`config.mk`:
```
export PLATFORM = sky130hd
export DESIGN_NAME = mem_access_flat
export DESIGN_NICKNAME = d
export VERILOG_FILES = /design/src/rtl/mem_access_if.sv /design/src/rtl/mem_access.sv /design/src/flat_wrapper.sv
export SDC_FILE = /design/constraint.sdc
export NUM_CORES = 1
export LEC_CHECK = 0
export ABC_AREA = 1
export BUFFER_PORTS_ARGS = -buffer_cell sky130_fd_sc_hd__buf_2
export CORE_MARGIN = 2
export CORE_UTILIZATION = 49
export DETAILED_ROUTE_END_ITERATION = 7
export PLACE_DENSITY = 0.82
export SYNTH_ARGS = -nofsm -noshare
export SYNTH_HDL_FRONTEND = slang
export SYNTH_SLANG_ARGS = --single-unit
```
`constraint.sdc`:
```
create_clock -name clk -period 2.52 [get_ports clk]
set_input_delay 0.126 -clock clk [delete_from_list [all_inputs] [get_ports clk]]
set_output_delay 0.126 -clock clk [all_outputs]
set_load 0.02 [all_outputs]
```
`src/rtl/mem_access_if.sv`:
```
// mem_access_if: request/acknowledge data bus between the MEM stage and data memory
interface mem_access_if;
    logic        req;
    logic        we;
    logic [31:0] addr;
    logic [3:0]  be;
    logic [31:0] wdata;
    logic [31:0] rdata;
    logic        ack;

    modport master (output req, we, addr, be, wdata, input rdata, ack);
    modport slave  (input req, we, addr, be, wdata, output rdata, ack);
endinterface

```
`src/rtl/mem_access.sv`:
```
// mem_access: RV32I MEM stage; runs loads/stores on a req/ack bus and registers the write-back bundle
module mem_access #(
    parameter int TIMEOUT = 16,
    parameter int CNT_W   = 5
) (
    input  logic         clk,
    input  logic         rst,
    input  logic [2:0]   alusel_i,
    input  logic [6:0]   aluop_i,
    input  logic [31:0]  mem_addr_i,
    input  logic [31:0]  r2_i,
    input  logic [31:0]  wdata_i,
    input  logic [4:0]   waddr_i,
    input  logic         wvalid_i,
    output logic         stall_o,
    mem_access_if.master dbus,
    output logic         wvalid_o,
    output logic [4:0]   waddr_o,
    output logic [31:0]  wdata_o,
    output logic         misalign_o,
    output logic         buserr_o
);
    // Op encodings shared with EX; any memory aluop not listed is treated as a word access.
    localparam logic [2:0] ALU_LOAD  = 3'b100;
    localparam logic [2:0] ALU_STORE = 3'b101;
    localparam logic [6:0] OP_LB     = 7'h01;
    localparam logic [6:0] OP_LH     = 7'h02;
    localparam logic [6:0] OP_LBU    = 7'h04;
    localparam logic [6:0] OP_LHU    = 7'h05;
    localparam logic [6:0] OP_SB     = 7'h08;
    localparam logic [6:0] OP_SH     = 7'h09;

    typedef enum logic {IDLE, BUSY} state_t;

    state_t           state, state_n;
    logic [CNT_W-1:0] cnt;
    logic [6:0]       lat_op;
    logic [1:0]       lat_a;
    logic [4:0]       lat_waddr;
    logic             lat_wvalid;
    logic             lat_st;
    logic             issue, done, tmo, mis;
    logic             is_st, is_mem, is_b, is_h, aligned;
    logic [1:0]       a;
    logic [3:0]       be_c;
    logic [31:0]      wd_c, lane, ld_val;

    assign a       = mem_addr_i[1:0];
    assign is_st   = alusel_i == ALU_STORE;
    assign is_mem  = alusel_i == ALU_LOAD || is_st;
    assign is_b    = aluop_i == OP_LB || aluop_i == OP_LBU || aluop_i == OP_SB;
    assign is_h    = aluop_i == OP_LH || aluop_i == OP_LHU || aluop_i == OP_SH;
    assign aligned = is_b ? 1'b1 : is_h ? !a[0] : a == 2'b00;
    assign be_c    = is_b ? 4'b0001 << a : is_h ? 4'b0011 << a : 4'hF;
    assign wd_c    = is_b ? {4{r2_i[7:0]}} : is_h ? {2{r2_i[15:0]}} : r2_i;
    assign lane    = dbus.rdata >> {lat_a, 3'b000};
    assign ld_val  = lat_op == OP_LB  ? {{24{lane[7]}}, lane[7:0]} :
                     lat_op == OP_LBU ? {24'b0, lane[7:0]} :
                     lat_op == OP_LH  ? {{16{lane[15]}}, lane[15:0]} :
                     lat_op == OP_LHU ? {16'b0, lane[15:0]} : lane;

    // Next state plus the per-cycle issue/complete/timeout/misalign decisions and the stall.
    always_comb begin
        state_n = state;
        stall_o = 1'b0;
        issue   = 1'b0;
        done    = 1'b0;
        tmo     = 1'b0;
        mis     = 1'b0;
        if (state == IDLE) begin
            issue   = is_mem && aligned;
            mis     = is_mem && !aligned;
            stall_o = issue;
            state_n = issue ? BUSY : IDLE;
        end else begin
            done    = dbus.ack;
            tmo     = !dbus.ack && cnt == CNT_W'(TIMEOUT - 1);
            stall_o = !(done || tmo);
            state_n = (done || tmo) ? IDLE : BUSY;
        end
    end

    // State register.
    always_ff @(posedge clk) begin
        if (rst) state <= IDLE;
        else     state <= state_n;
    end

    // Bus drive, access context latch, timeout counter and write-back bundle.
    always_ff @(posedge clk) begin
        if (rst) begin
            dbus.req   <= 1'b0;
            dbus.we    <= 1'b0;
            dbus.addr  <= '0;
            dbus.be    <= '0;
            dbus.wdata <= '0;
            cnt        <= '0;
            lat_op     <= '0;
            lat_a      <= '0;
            lat_waddr  <= '0;
            lat_wvalid <= 1'b0;
            lat_st     <= 1'b0;
            wvalid_o   <= 1'b0;
            waddr_o    <= '0;
            wdata_o    <= '0;
            misalign_o <= 1'b0;
            buserr_o   <= 1'b0;
        end else begin
            misalign_o <= mis;
            buserr_o   <= tmo;
            cnt        <= (state == BUSY && !done && !tmo) ? cnt + 1'b1 : '0;
            if (issue) begin
                dbus.req   <= 1'b1;
                dbus.we    <= is_st;
                dbus.addr  <= {mem_addr_i[31:2], 2'b00};
                dbus.be    <= be_c;
                dbus.wdata <= is_st ? wd_c : '0;
                lat_op     <= aluop_i;
                lat_a      <= a;
                lat_waddr  <= waddr_i;
                lat_wvalid <= wvalid_i;
                lat_st     <= is_st;
                wvalid_o   <= 1'b0;
            end else if (done || tmo) begin
                dbus.req <= 1'b0;
                wvalid_o <= done && !lat_st && lat_wvalid;
                if (done && !lat_st) begin
                    waddr_o <= lat_waddr;
                    wdata_o <= ld_val;
                end
            end else if (state == IDLE) begin
                wvalid_o <= !is_mem && wvalid_i;
                if (!is_mem) begin
                    waddr_o <= waddr_i;
                    wdata_o <= wdata_i;
                end
            end
        end
    end
endmodule
```
`src/flat_wrapper.sv`:
```
// flat-port wrapper written by rule: the top's interface ports become plain ports
module mem_access_flat 
#(
    parameter int TIMEOUT = 16,
    parameter int CNT_W   = 5
)
  (clk, rst, alusel_i, aluop_i, mem_addr_i, r2_i, wdata_i, waddr_i, wvalid_i, stall_o, wvalid_o, waddr_o, wdata_o, misalign_o, buserr_o, dbus_req, dbus_we, dbus_addr, dbus_be, dbus_wdata, dbus_rdata, dbus_ack);
  mem_access_if dbus_i ();
  input  logic clk;
  input  logic rst;
  input  logic [2:0] alusel_i;
  input  logic [6:0] aluop_i;
  input  logic [31:0] mem_addr_i;
  input  logic [31:0] r2_i;
  input  logic [31:0] wdata_i;
  input  logic [4:0] waddr_i;
  input  logic wvalid_i;
  output logic stall_o;
  output logic wvalid_o;
  output logic [4:0] waddr_o;
  output logic [31:0] wdata_o;
  output logic misalign_o;
  output logic buserr_o;
  output wire logic [$bits(dbus_i.req)-1:0] dbus_req;
  output wire logic [$bits(dbus_i.we)-1:0] dbus_we;
  output wire logic [$bits(dbus_i.addr)-1:0] dbus_addr;
  output wire logic [$bits(dbus_i.be)-1:0] dbus_be;
  output wire logic [$bits(dbus_i.wdata)-1:0] dbus_wdata;
  input wire logic [$bits(dbus_i.rdata)-1:0] dbus_rdata;
  input wire logic [$bits(dbus_i.ack)-1:0] dbus_ack;
  assign dbus_req = dbus_i.req;
  assign dbus_we = dbus_i.we;
  assign dbus_addr = dbus_i.addr;
  assign dbus_be = dbus_i.be;
  assign dbus_wdata = dbus_i.wdata;
  assign dbus_i.rdata = dbus_rdata;
  assign dbus_i.ack = dbus_ack;
  mem_access #(.TIMEOUT(TIMEOUT), .CNT_W(CNT_W)) u_core (.clk(clk), .rst(rst), .alusel_i(alusel_i), .aluop_i(aluop_i), .mem_addr_i(mem_addr_i), .r2_i(r2_i), .wdata_i(wdata_i), .waddr_i(waddr_i), .wvalid_i(wvalid_i), .stall_o(stall_o), .dbus(dbus_i), .wvalid_o(wvalid_o), .waddr_o(waddr_o), .wdata_o(wdata_o), .misalign_o(misalign_o), .buserr_o(buserr_o));
endmodule
```
# Word level (Yosys, flattened, before mapping)
# Cells that the tools add are included.
[totals] inputBits=147 elab_cells=97 register_bits=129 out_inout_bits=111
[classes] add_sub_neg=1 n_shift=3 n_reduce_logical=29 eq_ne=16 mux=30 bitwise_logic=2
[op_table] cell="$mux 32" n=11
[op_table] cell="$shr 32x5->32" n=1
[op_table] cell="$eq 7x3->1 const B" n=4
[op_table] cell="$mux 5" n=4
[op_table] cell="$eq 7x1->1 const B" n=2
[op_table] cell="$eq 7x2->1 const B" n=2
[op_table] cell="$eq 7x4->1 const B" n=2
[op_table] cell="$mux 1" n=13
[op_table] cell="$logic_and 1x1->1" n=8
[op_table] cell="$logic_not 1->1" n=8
[op_table] cell="$mux 4" n=2
[op_table] cell="$logic_or 1x1->1" n=7
[op_table] cell="$eq 3x3->1 const B" n=2
[op_table] cell="$ne 2x2->1 const B" n=3
[op_table] cell="$reduce_or 2->1" n=3
[op_table] cell="$add 5x1->5 const B" n=1
[op_table] cell="$eq 5x4->1 const B" n=1
[op_table] cell="$reduce_and 4->1" n=1
[op_table] cell="$shl 1x2->4 const A" n=1
[op_table] cell="$shl 2x2->4 const A" n=1
[op_table] cell="$logic_not 2->1" n=1
[op_table] cell="$not 1->1" n=2
[op_table] cell="$reduce_bool 2->1" n=1

# Depth between registers and ports, before layout
[depth] word_depth=9 depth_mapped=15 mapped_depth_nobuf=12

# Least setup slack after synthesis
# Ideal clock, no wire load.
[synth_timing] kind="reg2reg" start="register u_core.cnt[0]" end="register u_core.wdata_o[14]" n_path_buf=3 setup_slack_ps=390 required_ps=2406 stages_incl_launch_ff=15 setup_ps=114 period_less_slack_ps=2130 arrival_ps=2017 cell_sequence="dfxtp_1 -> ha_1 -> nand2_1 -> nor2_1 -> ha_1 -> nand3_1 -> o21ai_2 -> inv_1 -> a21o_1 -> buf_1 -> nand3_2 -> buf_6 -> buf_4 -> a21oi_1 -> nor2_1"
[synth_via] elab_chain_cells=6 elab_cells_between_ends=9 cone_classes="eq/ne (4); mux (2); reduce/logical (3)"
[synth_rtl] element="start, declared" line="mem_access.sv:36" text="logic [CNT_W-1:0] cnt;"
[synth_rtl] element="start signal, assigned" line="mem_access.sv:111" text="cnt <= (state == BUSY && !done && !tmo) ? cnt + 1'b1 : '0;"
[synth_rtl] element="$eq 5x4->1 (*)" line="mem_access.sv:77" text="tmo = !dbus.ack && cnt == CNT_W'(TIMEOUT - 1);"
[synth_rtl] element="$logic_and 1x1->1 (*)" line="mem_access.sv:77"
[synth_rtl] element="$mux 1 (*)" line="mem_access.sv:70" text="if (state == IDLE) begin"
[synth_rtl] element="$logic_or 1x1->1 (*)" line="mem_access.sv:124" text="end else if (done || tmo) begin"
[synth_rtl] element="$ne 2x2->1 (no line)"
[synth_rtl] element="$reduce_and 4->1 (no line)"
[synth_rtl] element="end signal, assigned" line="mem_access.sv:129" text="wdata_o <= ld_val;"
[synth_rtl] element="end signal, assigned" line="mem_access.sv:135" text="wdata_o <= wdata_i;"
[synth_rtl] element="end, declared" line="mem_access.sv:19" text="output logic [31:0] wdata_o,"
# Every way passes the cells marked *; elsewhere a longest branch is shown, timed or not.
# A chain may end at the register's enable or synchronous reset.

# Final worst setup path
[layout_timing] start="register u_core.cnt[0]" end="output port stall_o"
[layout_via] elab_chain_cells=5
[layout_rtl] element="$eq 5x4->1" line="mem_access.sv:77"
[layout_rtl] element="$logic_and 1x1->1" line="mem_access.sv:77"
[layout_rtl] element="$logic_or 1x1->1" line="mem_access.sv:78" text="stall_o = !(done || tmo);"
[layout_rtl] element="$logic_not 1->1" line="mem_access.sv:78"
[layout_rtl] element="$mux 1" line="mem_access.sv:70"
[layout_rtl] element="end, declared" line="flat_wrapper.sv:18" text="output logic stall_o;"
# No other way between the ends.

==> summary.md <==
| Metric | Value |
|---|---|
| Final critical-path share of the clock period | 0.873 |
| Via-to-Cell Ratio | 5.15 |
| Reg2reg path depth | 13 |
| Area Growth Syn to Fin | 35.0% |
| Setup Viol. Count Final | 0 |
| Crit path launch type | flop |
| Ys Warns | 0 |
| Worst r2r dst | u_core.wdata_o[22] |
| Clock Sink Count | 129 |
| Reg2reg setup slack | 0.34 ns |
| Final wirelength | 20700 um |
| CP endpoint kind | output port |
| Sequential standard cell area | 2580 sq um |
| Worst Hold Class | input pin to flop |
| Max-cap check violation count | 0 |
| Status | finished, final reports clean |
| Pleak | 4.68 nW |
| Arr. time, crit path | 2.07 ns |
| Number of I/O pins | 258 |
| Worst hold path depth | 3 |
| Gate Count Post-Synth | 1006 |
| DIE WIDTH | 120 um |
| Hold Violations, Final | 0 |
| 1st-pass router iterations | 5 |
| Num CTS Buffers | 17 |
| Final Slew Violations | 0 |
| Final TNS setup | 0 ns |
| First-pass GRT wire length | 32800 um |
| DRT antenna net count | 0 |
| H-tree levels | 4 |
| DP HPWL | 14300 um |
| Clock latency at the later pin of the worst-skew pair | 0.42 ns |
| Fill count | 1139 |
| DIE HEIGHT | 120 um |
| Required @ worst endpoint | 2.39 ns |
| Hold Path Origin | mem_addr_i[2] |
| GRT Util Overall | 0.285 |
| Die ar. | 14400 sq um |
| Netlist cell types | 38 |
| Fin util | 0.674 |
| Largest net degree at the start of global routing | 63 |
| Hold endpoint | u_core.dbus.addr[2] |
| Post-Syn Area per Cell | 6.55 sq um |
| Relative slew margins | 0.612 |
| Worst Skew | 0.00756 ns |
| Crit-path max FO | 13 |
| CTS max path bufs | 2 |
| Grt total ovfl | 0 |
| Input/output buffers | 255 |
| Multi-input gate area | 3300 sq um |
| Layout cell share with drive strength beyond 1 | 0.266 |
| Most frequent cells in the layout | 258 x nand2_1, 255 x buf_2, 130 x nor2_1, 129 x dfxtp_1, 97 x o21ai_0 |
| CTS tree | built |
| Max Clk Rate | 0.455 GHz |
| Hold Worst Slack | 0.000360 ns |
| Row count | 42 |
| Worst VDD drop | 0.000400 V |
| DR DRC count | 0 |
| Fin crit period | 2.20 ns |
| Worst reg2reg startpoint | u_core.cnt[0] |
| Clk root buf | clkbuf_16 |
| # diodes | 0 |
| Synth Cell Area | 6590 sq um |
| Power per Cell Area | 654 nW/um^2 |
| Core Box Area | 13200 sq um |
| Vias in the first global route | 6958 |
| Register bit count reported by yosys | 129 |
| Clock Pin Slew Worst Setup and Hold Paths | 0.05 ns |
| Antenna violations before repair | 0 |
| Post-synthesis sequential area ratio | 0.392 |
| Commonest non-fill, non-tap cell in the layout | nand2_1 |
| Initial Util | 0.499 |
| Actual slew at the worst max-slew pin | 0.581 ns |
| RSZ-0062 raised after global routing | no |
| GP Congestion | 0.912 |
| Fin nets | 1419 |
| Routed len/inst | 14.2 um |
| WS Path Type | flop to output port |
| 1st-iter DRT viols | 689 |
| Via count | 7489 |
==> layout make-up <==
cell class	count	share of cell area
Inverter	99	0.0418
Clock buffer	22	0.0522
Tap cell	176	0.0248
Clock inverter	10	0.0176
Multi-Input combinational cell	710	0.371
Sequential cell	129	0.290
Timing Repair Buffer	309	0.202
==> sequential cells by signal, indices dropped and copies added, names as in the netlist, 2 cells and up <==
name               count
u_core.wdata_o        32
u_core.lat_op          7
u_core.dbus.be         4
u_core.dbus.addr      30
u_core.cnt             5
u_core.dbus.wdata     32
u_core.lat_waddr       5
u_core.waddr_o         5
u_core.lat_a           2
==> critical path, cell delays in order, from the launching register on <==
cell and delay, ns:
dfxtp_1 0.32, ha_1 0.21, nand2_1 0.08, nor2_1 0.04, ha_1 0.17, nand3_1 0.12, o21ai_2 0.10, nor2_1 0.20
inv_2 0.16, nand2_1 0.09, buf_2 0.17
==> metal layers <==
| metal | up-vias | track usage | routed length [um] |
|---|---|---|---|
| met5 | - | 0 | 0 |
| met4 | 0 | 0.154 | 743 |
| met3 | 60 | 0.0708 | 1650 |
| met2 | 377 | 0.459 | 9790 |
| met1 | 3326 | 0.351 | 8500 |
| li1 | 3726 | - | - |
==> how the worst max path moves through the flow <==
stage | start | to | slack, ns | depth (start not counted)
detailed placement | u_core.cnt[0] | u_core.wdata_o[22] | 0.24 | 13
global route | u_core.cnt[0] | u_core.wdata_o[22] | 0.09 | 13
global placement | u_core.cnt[0] | u_core.wdata_o[14] | 0.37 | 13
floorplan | u_core.cnt[0] | u_core.wdata_o[14] | 0.39 | 14
CTS | u_core.cnt[0] | stall_o | 0.21 | 10
finish | u_core.cnt[0] | stall_o | 0.32 | 10
==> what timing repair did <==
action                                  4_1_cts  5_1_grt
gates resized for setup                       0        2
hold endpoints to repair                     35        0
hold buffers                                 34        0
endpoints found under the setup margin        0       14
buffers inserted                              0        0
==> where the power goes <==
group          switching (mW)  leakage [nW]  total, mW  internal, mW
Combinational           0.617          3.32       1.01         0.398
Sequential             0.0531          1.05       2.20          2.15
Clock                   0.895         0.304       2.60          1.70
Total                    1.57          4.68       5.81          4.25
==> through the flow <==
stage          std cells  area (sq um)  setup WS (ns)  total power [mW]
3_5_place_dp        1389          7930          0.241              3.20
4_1_cts             1455          8890          0.210              5.82
3_3_place_gp        1389          7930          0.373              3.18
2_1_floorplan       1007          6590          0.390              2.87
6_report            1455          8890          0.320              5.81
5_1_grt             1455          8890         0.0934              6.07
==> cells by family (layout without fill, tap and decap cells) <==
group / count (synthesis) / in the layout / share of synthesized area
other: 1 / 2 / 0.000569
buffers and inverters: 168 / 440 / 0.108
and+or+nand+nor: 484 / 484 / 0.306
adders and majority gates: 6 / 6 / 0.0114
AOI/OAI and AO/OA: 218 / 218 / 0.182
DFF: 129 / 129 / 0.392
==> cell usage after synthesis <==
master | count | area, sq um
conb_1 | 1 | 3.75
nor2_4 | 1 | 11.3
inv_1 | 95 | 357
a2bb2oi_1 | 6 | 52.6
or2_2 | 19 | 119
or2_1 | 1 | 6.26
nand3_1 | 44 | 220
clkbuf_2 | 1 | 5.00
inv_2 | 3 | 11.3
a311oi_1 | 1 | 8.76
clkinv_1 | 1 | 3.75
o21ai_0 | 97 | 485
nor2_1 | 130 | 488
o21ai_2 | 2 | 17.5
nand3_2 | 2 | 20.0
nor4_1 | 1 | 6.26
o211ai_1 | 2 | 15.0
clkbuf_1 | 39 | 146
a21oi_1 | 80 | 400
nor3b_1 | 1 | 7.51
nor3_4 | 1 | 16.3
dfxtp_1 | 129 | 2580
nor2_2 | 2 | 12.5
nor3_1 | 6 | 30.0
a21o_1 | 1 | 7.51
nand2_1 | 259 | 972
nand4_1 | 14 | 87.6
a22o_1 | 5 | 43.8
buf_1 | 4 | 15.0
o31ai_1 | 1 | 7.51
ha_1 | 6 | 75.1
buf_6 | 5 | 56.3
buf_2 | 14 | 70.1
o21a_1 | 1 | 7.51
nand2_2 | 3 | 18.8
o21bai_1 | 14 | 105
buf_4 | 6 | 45.0
o22ai_1 | 8 | 50.1
Note: power is estimated with default switching activity, not from simulation.
